**src/rtl/pio_bank.sv**
```systemverilog
// pio_bank: NCH channels of W-bit synchronised inputs and writable outputs behind one Avalon-MM slave.
// Define PIO_BANK_IRQ_EN to add per-bit rising-edge capture (EDGE), an irq mask (MASK) and the irq output.
module pio_bank #(
    parameter int NCH = 8,
    parameter int W   = 8,
    parameter int AW  = 2 + $clog2(NCH)
) (
    input  logic              clk_clk,
    input  logic              reset_reset,
    input  logic [AW-1:0]     avs_address,
    input  logic              avs_read,
    input  logic              avs_write,
    input  logic [W-1:0]      avs_writedata,
    output logic [W-1:0]      avs_readdata,
    input  logic [NCH*W-1:0]  in_export,
    output logic [NCH*W-1:0]  out_export,
    output logic              irq
);
    localparam logic [1:0] F_DATA  = 2'd0;
    localparam logic [1:0] F_OUTRB = 2'd1;
    localparam int         CHW     = (AW > 2) ? AW - 2 : 1;

    logic [1:0]            func;
    logic [CHW-1:0]        ch;
    logic [2**CHW-1:0]     ch_ok;
    logic                  wr_ok;

    logic [NCH-1:0][W-1:0] sync1_q;
    logic [NCH-1:0][W-1:0] sync2_q;
    logic [NCH-1:0][W-1:0] out_q;
    logic [NCH-1:0][W-1:0] out_d;
    logic [W-1:0]          readdata_q;
    logic [W-1:0]          readdata_d;

    assign func = avs_address[AW-1:AW-2];

    // A single-channel bank has no channel field in the address.
    if (AW > 2) begin : g_ch
        assign ch = avs_address[AW-3:0];
    end else begin : g_ch0
        assign ch = '0;
    end

    for (genvar i = 0; i < 2**CHW; i++) begin : g_ok
        assign ch_ok[i] = (i < NCH);
    end

    assign wr_ok        = avs_write & ch_ok[ch];
    assign out_export   = out_q;
    assign avs_readdata = readdata_q;

    always_comb begin
        out_d = out_q;
        if (wr_ok && func == F_DATA) begin
            out_d[ch] = avs_writedata;
        end
    end

`ifdef PIO_BANK_IRQ_EN
    localparam logic [1:0] F_EDGE = 2'd2;
    localparam logic [1:0] F_MASK = 2'd3;

    logic [NCH-1:0][W-1:0] prev_q;
    logic [NCH-1:0][W-1:0] edge_q;
    logic [NCH-1:0][W-1:0] edge_d;
    logic [NCH-1:0][W-1:0] mask_q;
    logic [NCH-1:0][W-1:0] mask_d;
    logic [NCH-1:0][W-1:0] clr;

    // A rise in the same cycle as a write-1-to-clear keeps the bit set.
    always_comb begin
        clr    = '0;
        mask_d = mask_q;
        if (wr_ok && func == F_EDGE) begin
            clr[ch] = avs_writedata;
        end
        if (wr_ok && func == F_MASK) begin
            mask_d[ch] = avs_writedata;
        end
        edge_d = (edge_q & ~clr) | (sync2_q & ~prev_q);
    end

    always_ff @(posedge clk_clk) begin
        if (reset_reset) begin
            prev_q <= '0;
            edge_q <= '0;
            mask_q <= '0;
        end else begin
            prev_q <= sync2_q;
            edge_q <= edge_d;
            mask_q <= mask_d;
        end
    end

    assign irq = |(edge_q & mask_q);
`else
    assign irq = 1'b0;
`endif

    // Read mux sees pre-edge register values, so a same-cycle write is not visible.
    always_comb begin
        readdata_d = '0;
        if (ch_ok[ch]) begin
            case (func)
                F_DATA:  readdata_d = sync2_q[ch];
                F_OUTRB: readdata_d = out_q[ch];
`ifdef PIO_BANK_IRQ_EN
                F_EDGE:  readdata_d = edge_q[ch];
                F_MASK:  readdata_d = mask_q[ch];
`endif
                default: readdata_d = '0;
            endcase
        end
    end

    always_ff @(posedge clk_clk) begin
        if (reset_reset) begin
            sync1_q    <= '0;
            sync2_q    <= '0;
            out_q      <= '0;
            readdata_q <= '0;
        end else begin
            sync1_q <= in_export;
            sync2_q <= sync1_q;
            out_q   <= out_d;
            if (avs_read) begin
                readdata_q <= readdata_d;
            end
        end
    end

endmodule
```
**config.mk**
```make
export PLATFORM = sky130hd
export DESIGN_NAME = pio_bank
export DESIGN_NICKNAME = d
export VERILOG_FILES = /design/src/rtl/pio_bank.sv
export SDC_FILE = /design/constraint.sdc
export NUM_CORES = 1
export LEC_CHECK = 0
export ABC_AREA = 1
export BUFFER_PORTS_ARGS = -buffer_cell sky130_fd_sc_hd__buf_2
export CAP_MARGIN = 20
export CORE_UTILIZATION = 45
export CTS_CLUSTER_DIAMETER = 100
export DETAILED_ROUTE_END_ITERATION = 8
export HOLD_SLACK_MARGIN = 0.03
export PLACE_DENSITY = 0.71
export SYNTH_ARGS = -nofsm -noshare
export SYNTH_HDL_FRONTEND = slang
export SYNTH_SLANG_ARGS = --single-unit
```
**constraint.sdc**
```tcl
create_clock -name clk_clk -period 1.6 [get_ports clk_clk]
set_input_delay 0.32 -clock clk_clk [delete_from_list [all_inputs] [get_ports clk_clk]]
set_output_delay 0.32 -clock clk_clk [all_outputs]
set_load 0.02 [all_outputs]
```
# Yosys cells after proc, flatten, opt, wreduce, memory -nomap -nowiden

Memories as Yosys holds them, arrays and structs flattened.
Cells that the tools add are included.

$lt $le $gt $ge: 2
Eq/ne operators: 1
Muxes and demuxes: 10
Bitwise gates (word level): 1
Reduce and logical (&&, ||, !) cells: 3

Operators by type and width:

| operator             | count |
|---|---|
| $bwmux W64           | 1 |
| $bmux W8 S3          | 2 |
| $mux W8              | 4 |
| $demux W8 S3         | 1 |
| $pmux W8 S2          | 1 |
| $lt A3 B4 Y1 const B | 1 |
| $ge A3 B1 Y1 const B | 1 |
| $eq A2 B1 Y1 const B | 1 |
| $logic_and A1 B1 Y1  | 2 |
| $logic_not A2 Y1     | 1 |
| $and A1 B1 Y1        | 1 |
| $mux W1              | 1 |

Flip-flop bits (word level): 200
Memory bits (read-only): 8
Input port bits: 81
Output and inout bits: 73
Logic and storage cells: 43
Memories: 1

Memories:

| name            | words | width | rd ports | clocked after Yosys merged registers in | write ports | line | source |
|---|---|---|---|---|---|---|---|
| (no name shown) | 8     | 1     | 1        | 0                                       | 0           | 103  | `if (ch_ok[ch]) begin` |

# Logic depth before layout (Yosys ltp)

Gate-level depths: netlist of run 1.

Word-level depth: 5
Mapped depth: 10
Gate-level depth less buffers: 8

# Worst setup path before layout of run 1

OpenSTA, ideal clock, no wires.

Path type: input -> register
Start point: input port avs_address[0]
End point: register readdata_q[0] (netlist: avs_readdata[0])
Arrival time: 1.298 ns
Path slack: 0.193 ns
Stages on the path: 9
Buffers on the path: 3
Path through: buf_2 buf_2 buf_2 o211ai_1 nand2_1 o21ai_0 nand3_1 nand2_1 inv_1

Longest elaborated chain between the ends: 4
Elaborated cells on any way between the ends: 8
Those cells by class: mux (7); memory (1)

Ends and longest elaborated chain:

| element                        | line     | source |
|---|---|---|
| from (decl)                    | 10       | `input logic [AW-1:0] avs_address,` |
| $bmux W8 S3 (on tied branches) | 106, 105 |  |
| $mux W8 (on tied branches)     | 106, 105 |  |
| $pmux W8 S2                    | 104      | `case (func)` |
| $mux W8 (*)                    | 103      |  |
| to (signal assigned)           | 127      | `readdata_q <= readdata_d;` |
| to (decl)                      | 32       | `logic [W-1:0] readdata_q;` |

Every way passes the cells marked *; elsewhere a longest branch is shown, timed or not. The select of a mux whose other input is x is not followed.
A chain may end at the register's enable or synchronous reset.

# Final worst setup path of run 1

Start point: register out_q (netlist bit out_export[0])
End point: register readdata_q[0] (netlist: avs_readdata[0])

Longest elaborated chain between the ends: 4

Ends and longest elaborated chain:

| element                       | line | source |
|---|---|---|
| from (decl)                   | 30   | `logic [NCH-1:0][W-1:0] out_q;` |
| from (signal assigned)        | 125  | `out_q <= out_d;` |
| $bmux W8 S3                   | 106  | `F_OUTRB: readdata_d = out_q[ch];` |
| $mux W8 (implied by the code) | 106  |  |
| $pmux W8 S2                   | 104  |  |
| $mux W8                       | 103  |  |

Every way passes these cells. The select of a mux whose other input is x is not followed.

==> results by group, run 1 <==
Run status
  – Status: finished clean

Logic synthesis
  – Top cells by area, synth: dfxtp_1, inv_1, nor2_1
  – Post-synth EDFFs: 0
  – Seq/Total Area, Yosys: 0.534
  – YS warnings: 0
  – Most common cell in the netlist: inv_1
  – Post-synthesis cell area: roughly 7500 sq um
  – Post-synth top flop: dfxtp_1
  – Cell count after synthesis: 991
  – Syn Area/Cell: between 7 and 8 sq um
  – Area leader, netlist: dfxtp_1
  – Synth cell types: 21
  – Share of flip-flops with an asynchronous set or reset: 0
  – Syn_nets: approximately 1100
  – Synth top area share: 0.534
  – Register bit total from synthesis: 200
  – Commonest cells post-synth: inv_1, dfxtp_1, nor2_1

Pwr
  – Clock share of power: 0.417
  – P_sw: ~0.0025 W
  – Max IR drop VDD: ~0.89 mV
  – Sequential share of power: 0.504
  – Leak: approximately 4.6 nW
  – Internal: between 0.007 and 0.008 W
  – Power per Cell Area: 1120 nW/um^2
  – Switching share of power: 0.240
  – Comb power frac: 0.079

Place
  – Placer Congestion: 0.916
  – DP HPWL: 13.2 mm
  – Number of port buffers: between 150 and 200
  – Placed cells: ~1300

Setup path
  – Setup crit end kind: register
  – Critical Setup Path Class: register to register
  – Critical path origin: out_export[0]
  – CP required: 1940 ps
  – CP max stage cell: dfxtp_1
  – Slowest stage delay, CP: 330 ps
  – FF-to-FF End: avs_readdata[0]
  – Critical path fanouts, max: 3
  – Critical Path Sink: avs_readdata[0]
  – Worst path cell trace: o211ai_1 -> nand2_1 -> o21ai_0 -> buf_4 -> nand3_1 -> nand2_1 -> inv_1
  – Worst reg2reg startpoint: out_export[0]
  – Startpoint types: register
  – Worst-case reg-to-reg path depth: 7
  – Worst R2R Setup Slack: around 210 ps
  – Crit path top cell by count: nand2_1
  – CP arrival: 1720 ps

GRT
  – Antenna violations before repair: 1
  – Vias in the first global route: around 6000
  – First-pass GRT wire length: roughly 29 mm
  – Overflow left after global routing: 0
  – Tot GR Track Use: 0.223
  – Pin count of the biggest net entering global routing: 56

Layout
  – Share of cells above drive strength 1: 0.215
  – Nets@finish: approximately 1200
  – Area Growth Syn to Fin: 23.3%
  – Core Util, Final: 0.576
  – Non-Filler Instances: between 1000 and 1500

Detailed routing
  – # DRC: 0
  – Via count: ~6400
  – Via-to-Cell Ratio: roughly 4.6
  – DRT iter0 DRCs: about 360
  – Routed WL: around 18 mm
  – Drt pass-1 iters: 5
  – Routed Antenna Nets: 0
  – Wirelength per Cell: roughly 13 um

Timing
  – Max Clk Rate: ~720 MHz
  – Final hold vios: 0
  – Slew Limit Fails: 0
  – Final Cycle Share: 0.867
  – Setup violations, final: 0
  – RSZ-0062 raised after global routing: no
  – Fin Clk Skew: slightly below 10 ps
  – Final min period: between 1000 and 1500 ps

CTS
  – Clk root buf: clkbuf_16
  – H-tree level count: 4
  – Post-CTS setup buffer count: 0
  – CTS Buf Count: 17
  – CTS clk-pin slew, worst paths: 70 ps
  – Max Buffers Root-to-Sink: 2
  – Clock latency on the worst-skew pair: between 400 and 500 ps
  – Post-CTS Resized: 0
  – Post-CTS Hold Fix Bufs: 0
  – CTS tree: yes
  – CTS sink cnt: 200

Floorplanning
  – Die span in x: between 100 and 150 um
  – Core box area: about 16000 sq um
  – Row Count: 46
  – # IOs: between 150 and 200
  – Die Area: 17200 sq um
  – Die extent in y: roughly 130 um
  – Starting density of the core: 0.467

Hold path
  – Worst hold path type: input pin to register
  – HP Start: in_export[45]

Job
  – Maxcap violations: 0
worst min-delay path by stage:
stage	end	cells past startpoint
global route	sync1_q[29]	3
finish	sync1_q[45]	3
detailed placement	sync2_q[34]	2
CTS	sync1_q[34]	3
global placement	sync2_q[22]	2
floorplan	sync2_q[0]	2
through the flow:
stage	power [W]	TNS, ps	cell area, sq um	hold slack, ps	worst slack [ps]
2_1_floorplan	0.00582	0	7500	388	193
3_3_place_gp	0.00614	-624	8640	392	-182
3_5_place_dp	0.00615	-577	8640	392	-166
4_1_cts	0.0104	0	9240	71.8	235
5_1_grt	0.0108	0	9240	83.1	148
6_report	0.0104	0	9240	81.9	212
sequential cells by signal, indices dropped and copies added (netlist names):
signal / count
avs_readdata: 8
out_export: 64
sync1_q: 64
sync2_q: 64
cell usage in the layout, fill, tap and decap left out:
| master | count |
|---|---|
| a211oi_1 | 40 |
| a21oi_1 | 26 |
| buf_12 | 7 |
| buf_2 | 151 |
| buf_4 | 32 |
| buf_6 | 1 |
| bufinv_16 | 2 |
| clkbuf_16 | 17 |
| clkbuf_8 | 1 |
| clkinv_2 | 1 |
| clkinv_4 | 1 |
| clkinvlp_4 | 2 |
| conb_1 | 1 |
| dfxtp_1 | 200 |
| diode_2 | 1 |
| inv_1 | 203 |
| inv_2 | 1 |
| inv_6 | 4 |
| inv_8 | 3 |
| nand2_1 | 138 |
| nand2_2 | 2 |
| nand3_1 | 34 |
| nand4_1 | 6 |
| nor2_1 | 200 |
| nor2_2 | 3 |
| nor2_4 | 2 |
| nor3_1 | 6 |
| o211ai_1 | 36 |
| o21ai_0 | 16 |
| or2_2 | 18 |
critical path, delay by kind of cell (launching register included):
kind            cells  cell delay (ps)
compound gates      2              530
flops               1              330
simple gates        3              220
buf+inv             2              200
routing by layer:
layer | vias to the layer above | track usage | share of wire
met1 | 2828 | 0.260 | 0.42
met4 | 0 | 0.0926 | 0.024
met2 | 203 | 0.402 | 0.50
li1 | 3292 | - | -
met5 | - | 0 | 0
met3 | 29 | 0.0406 | 0.055
area by class of cell:
type	count	area, sq um
Clock buffer	18	439
Sequential cell	200	4000
Clock inverter	13	158
Tap cell	216	270
Antenna cell	1	2.50
Inverter	204	766
Fill cell	1483	6810
Multi-Input combinational cell	528	2460
Timing Repair Buffer	191	1150
power groups by stage:
stage | clock (W) | combinational (W) | sequential, W
2_1_floorplan | 0 | 0.000473 | 0.00535
3_3_place_gp | 0 | 0.000814 | 0.00533
3_5_place_dp | 0 | 0.000822 | 0.00533
4_1_cts | 0.00438 | 0.000827 | 0.00522
5_1_grt | 0.00460 | 0.000928 | 0.00523
6_report | 0.00432 | 0.000820 | 0.00521
cells by family (layout without fill, tap and decap cells):
kind of cell | after synthesis | after routing | synth area share
DFF | 200 | 200 | 0.534
and+or+nand+nor | 409 | 409 | 0.223
buffers and inverters | 263 | 426 | 0.138
AOI/OAI and AO/OA | 118 | 118 | 0.104
other | 1 | 2 | 0.000500
(Power assumes the default switching activity.)
==> run 2: changes to the inputs <==
--- a/config.mk
+++ b/config.mk
@@ -12,6 +12,7 @@
 export CTS_CLUSTER_DIAMETER = 100
 export DETAILED_ROUTE_END_ITERATION = 8
 export HOLD_SLACK_MARGIN = 0.03
+export MAX_ROUTING_LAYER = met4
 export PLACE_DENSITY = 0.71
 export SYNTH_ARGS = -nofsm -noshare
 export SYNTH_HDL_FRONTEND = slang
==> run 2 against run 1 <==
Effect of this change: core utilization down 0.13 points; maximum frequency grew 0.17%; worst hold slack got worse by 2.0 ps; critical path depth is 6 lower; die area stayed put; register-to-register slack improved by 80 ps; cell count is essentially flat; clock skew shrank 2.0 ps; power shrank 2.3%.
==> results by group, run 2 (synthesis gave the netlist of run 1 again) <==
Place
  – Placed cells: 1339 (unchanged)
  – DP Area: 8660 sq um (was 8640 sq um)
  – Placer Congestion: 0.924 (was 0.916)
  – Number of port buffers: 152 (unchanged)
  – DP HPWL: 13.4 mm (was 13.2 mm)

Timing
  – Setup violations, final: 0 (unchanged)
  – Max Clk Rate: 722 MHz (was 721 MHz)
  – Final hold vios: 0 (unchanged)
  – Slew Limit Fails: 0 (unchanged)
  – Fin Clk Skew: 7.68 ps (was 9.71 ps)
  – Final min period: 1390 ps (about the same)
  – Final Cycle Share: 0.866 (was 0.867)
  – RSZ-0062 raised after global routing: no (unchanged)

CTS
  – CTS tree: yes (unchanged)
  – CTS clk-pin slew, worst paths: 70 ps (about the same)
  – Clock latency on the worst-skew pair: 430 ps (about the same)
  – CTS Buf Count: 17 (unchanged)
  – Max Buffers Root-to-Sink: 2 (unchanged)
  – H-tree level count: 4 (unchanged)
  – Post-CTS setup buffer count: 0 (unchanged)
  – Clk root buf: clkbuf_16 (unchanged)
  – Post-CTS Hold Fix Bufs: 0 (unchanged)
  – Post-CTS Resized: 0 (unchanged)
  – CTS sink cnt: 200 (unchanged)

Layout
  – Most frequent cells in the layout: inv_1, nor2_1, dfxtp_1 (unchanged)
  – Final Instance Area: 9220 sq um (was 9240 sq um)
  – Area Growth Syn to Fin: 23.0% (was 23.3%)
  – Nets@finish: 1223 (unchanged)
  – Register Area: 4000 sq um (unchanged)
  – Share of cells above drive strength 1: 0.215 (unchanged)
  – Commonest non-fill, non-tap cell in the layout: inv_1 (unchanged)
  – Non-Filler Instances: 1370 (was 1371)
  – Ant. Diodes: 0 (was 1)
  – Area of the multi-input gates: 2460 sq um (unchanged)
  – Filler Cell Count: 1495 (was 1483)

Hold path
  – Worst hold path endpoint: sync1_q[14] (was sync1_q[45])
  – Hold path depth: 3 (unchanged)
  – HP Start: in_export[14] (was in_export[45])
  – Worst hold path type: input pin to register (unchanged)

Pwr
  – Max IR drop VDD: 0.806 mV (was 0.886 mV)
  – Power per Cell Area: 1100 nW/um^2 (was 1120 nW/um^2)
  – Leak: 4.61 nW (was 4.62 nW)

Floorplanning
  – # IOs: 154 (unchanged)
  – Die span in x: 131 um (unchanged)
  – Starting density of the core: 0.467 (unchanged)
  – Row Count: 46 (unchanged)
  – Core box area: 16100 sq um (unchanged)
  – Die extent in y: 131 um (unchanged)
  – Die Area: 17200 sq um (unchanged)

GRT
  – Overflow left after global routing: 0 (unchanged)
  – Antenna violations before repair: 0 (was 1)
  – First-pass GRT wire length: 28.5 mm (was 29.0 mm)
  – Vias in the first global route: 5737 (was 5885)
  – Tot GR Track Use: 0.230 (was 0.223)
  – Pin count of the biggest net entering global routing: 57 (was 56)

Setup path
  – Slowest stage delay, CP: 430 ps (was 330 ps)
  – CP required: 1280 ps (was 1940 ps)
  – Worst path cell trace: buf_2 (was o211ai_1 -> nand2_1 -> o21ai_0 -> buf_4 -> nand3_1 -> nand2_1 -> inv_1)
  – FF-to-FF End: avs_readdata[3] (was avs_readdata[0])
  – Worst R2R Setup Slack: 290 ps (was 210 ps)
  – Startpoint types: register (unchanged)
  – Setup crit end kind: output port (was register)
  – Critical path origin: out_export[21] (was out_export[0])
  – Worst reg2reg startpoint: out_export[3] (was out_export[0])
  – Worst-case reg-to-reg path depth: 6 (was 7)
  – CP bufs+invs: 1 (was 2)
  – CP max stage cell: dfxtp_1 (unchanged)
  – CP arrival: 1070 ps (was 1720 ps)
  – Critical Setup Path Class: register to output port (was register to register)
  – Critical path fanouts, max: 3 (unchanged)
  – CP delay by family, top: flip-flops (was compound AO/OA/AOI/OAI gates)

Job
  – Maxcap violations: 0 (unchanged)

Detailed routing
  – Routed WL: 18.1 mm (was 17.9 mm)
  – # DRC: 0 (unchanged)
  – Drt pass-1 iters: 5 (unchanged)
  – DRT iter0 DRCs: 448 (was 357)
  – Via count: 6305 (was 6352)
  – Routed Antenna Nets: 0 (unchanged)
  – Via-to-Cell Ratio: 4.60 (was 4.63)
  – Wirelength per Cell: 13.2 um (was 13.1 um)

Run status
  – Status: finished clean (unchanged)
run 2: cell count changes in the layout (fill, tap and decap cells not counted), sizes merged:
| cell | change |
|---|---|
| bufinv | -2 |
| clkinv | +1 |
| clkinvlp | -1 |
| diode | -1 |
| inv | +2 |
run 2: layout make-up:
cell class,count,area share
Sequential cell,200,0.434
Multi-Input combinational cell,528,0.266
Timing Repair Buffer,191,0.126
Inverter,204,0.0830
Clock buffer,18,0.0476
Tap cell,216,0.0293
Clock inverter,13,0.0137
run 2: worst min-delay path: cells and delay by family:
family	cells	cell delay (ps)
and+or+nand+nor	1	60
buffers and inverters	2	100
run 2: through the flow:
stage	worst slack (ps)	power, W	hold WS [ps]	TNS, ps	util
final	215	0.0101	79.9	0	0.574
after detailed placement	-121	0.00616	394	-353	0.539
after global placement	-86.0	0.00615	391	-247	0.539
after CTS	210	0.0102	65.2	0	0.574
after floorplan	193	0.00582	388	0	-
after global routing	188	0.0105	68.2	0	0.574
run 2: how the worst max path moves through the flow:
| stage | endpoint | cells after the start |
|---|---|---|
| floorplan | avs_readdata[0] | 9 |
| global placement | avs_readdata[2] | 10 |
| detailed placement | avs_readdata[2] | 10 |
| CTS | out_export[21] | 1 |
| global route | avs_readdata[2] | 6 |
| finish | out_export[21] | 1 |
run 2: layer usage:
| metal | share of wire | vias up | GRT usage | wire, um |
|---|---|---|---|---|
| met4 | 0.027 | 0 | 0.109 | 480 |
| li1 | - | 3294 | - | - |
| met2 | 0.49 | 186 | 0.389 | 8930 |
| met3 | 0.046 | 30 | 0.0386 | 829 |
| met5 | 0 | - | - | 0 |
| met1 | 0.43 | 2795 | 0.266 | 7840 |
run 2: power by group:
part	leakage, nW	internal [W]	total [W]	switching, W
clock	0.279	0.00210	0.00408	0.00198
combinational	2.69	0.000327	0.000829	0.000502
sequential	1.64	0.00515	0.00521	0.0000578
total	4.61	0.00758	0.0101	0.00254
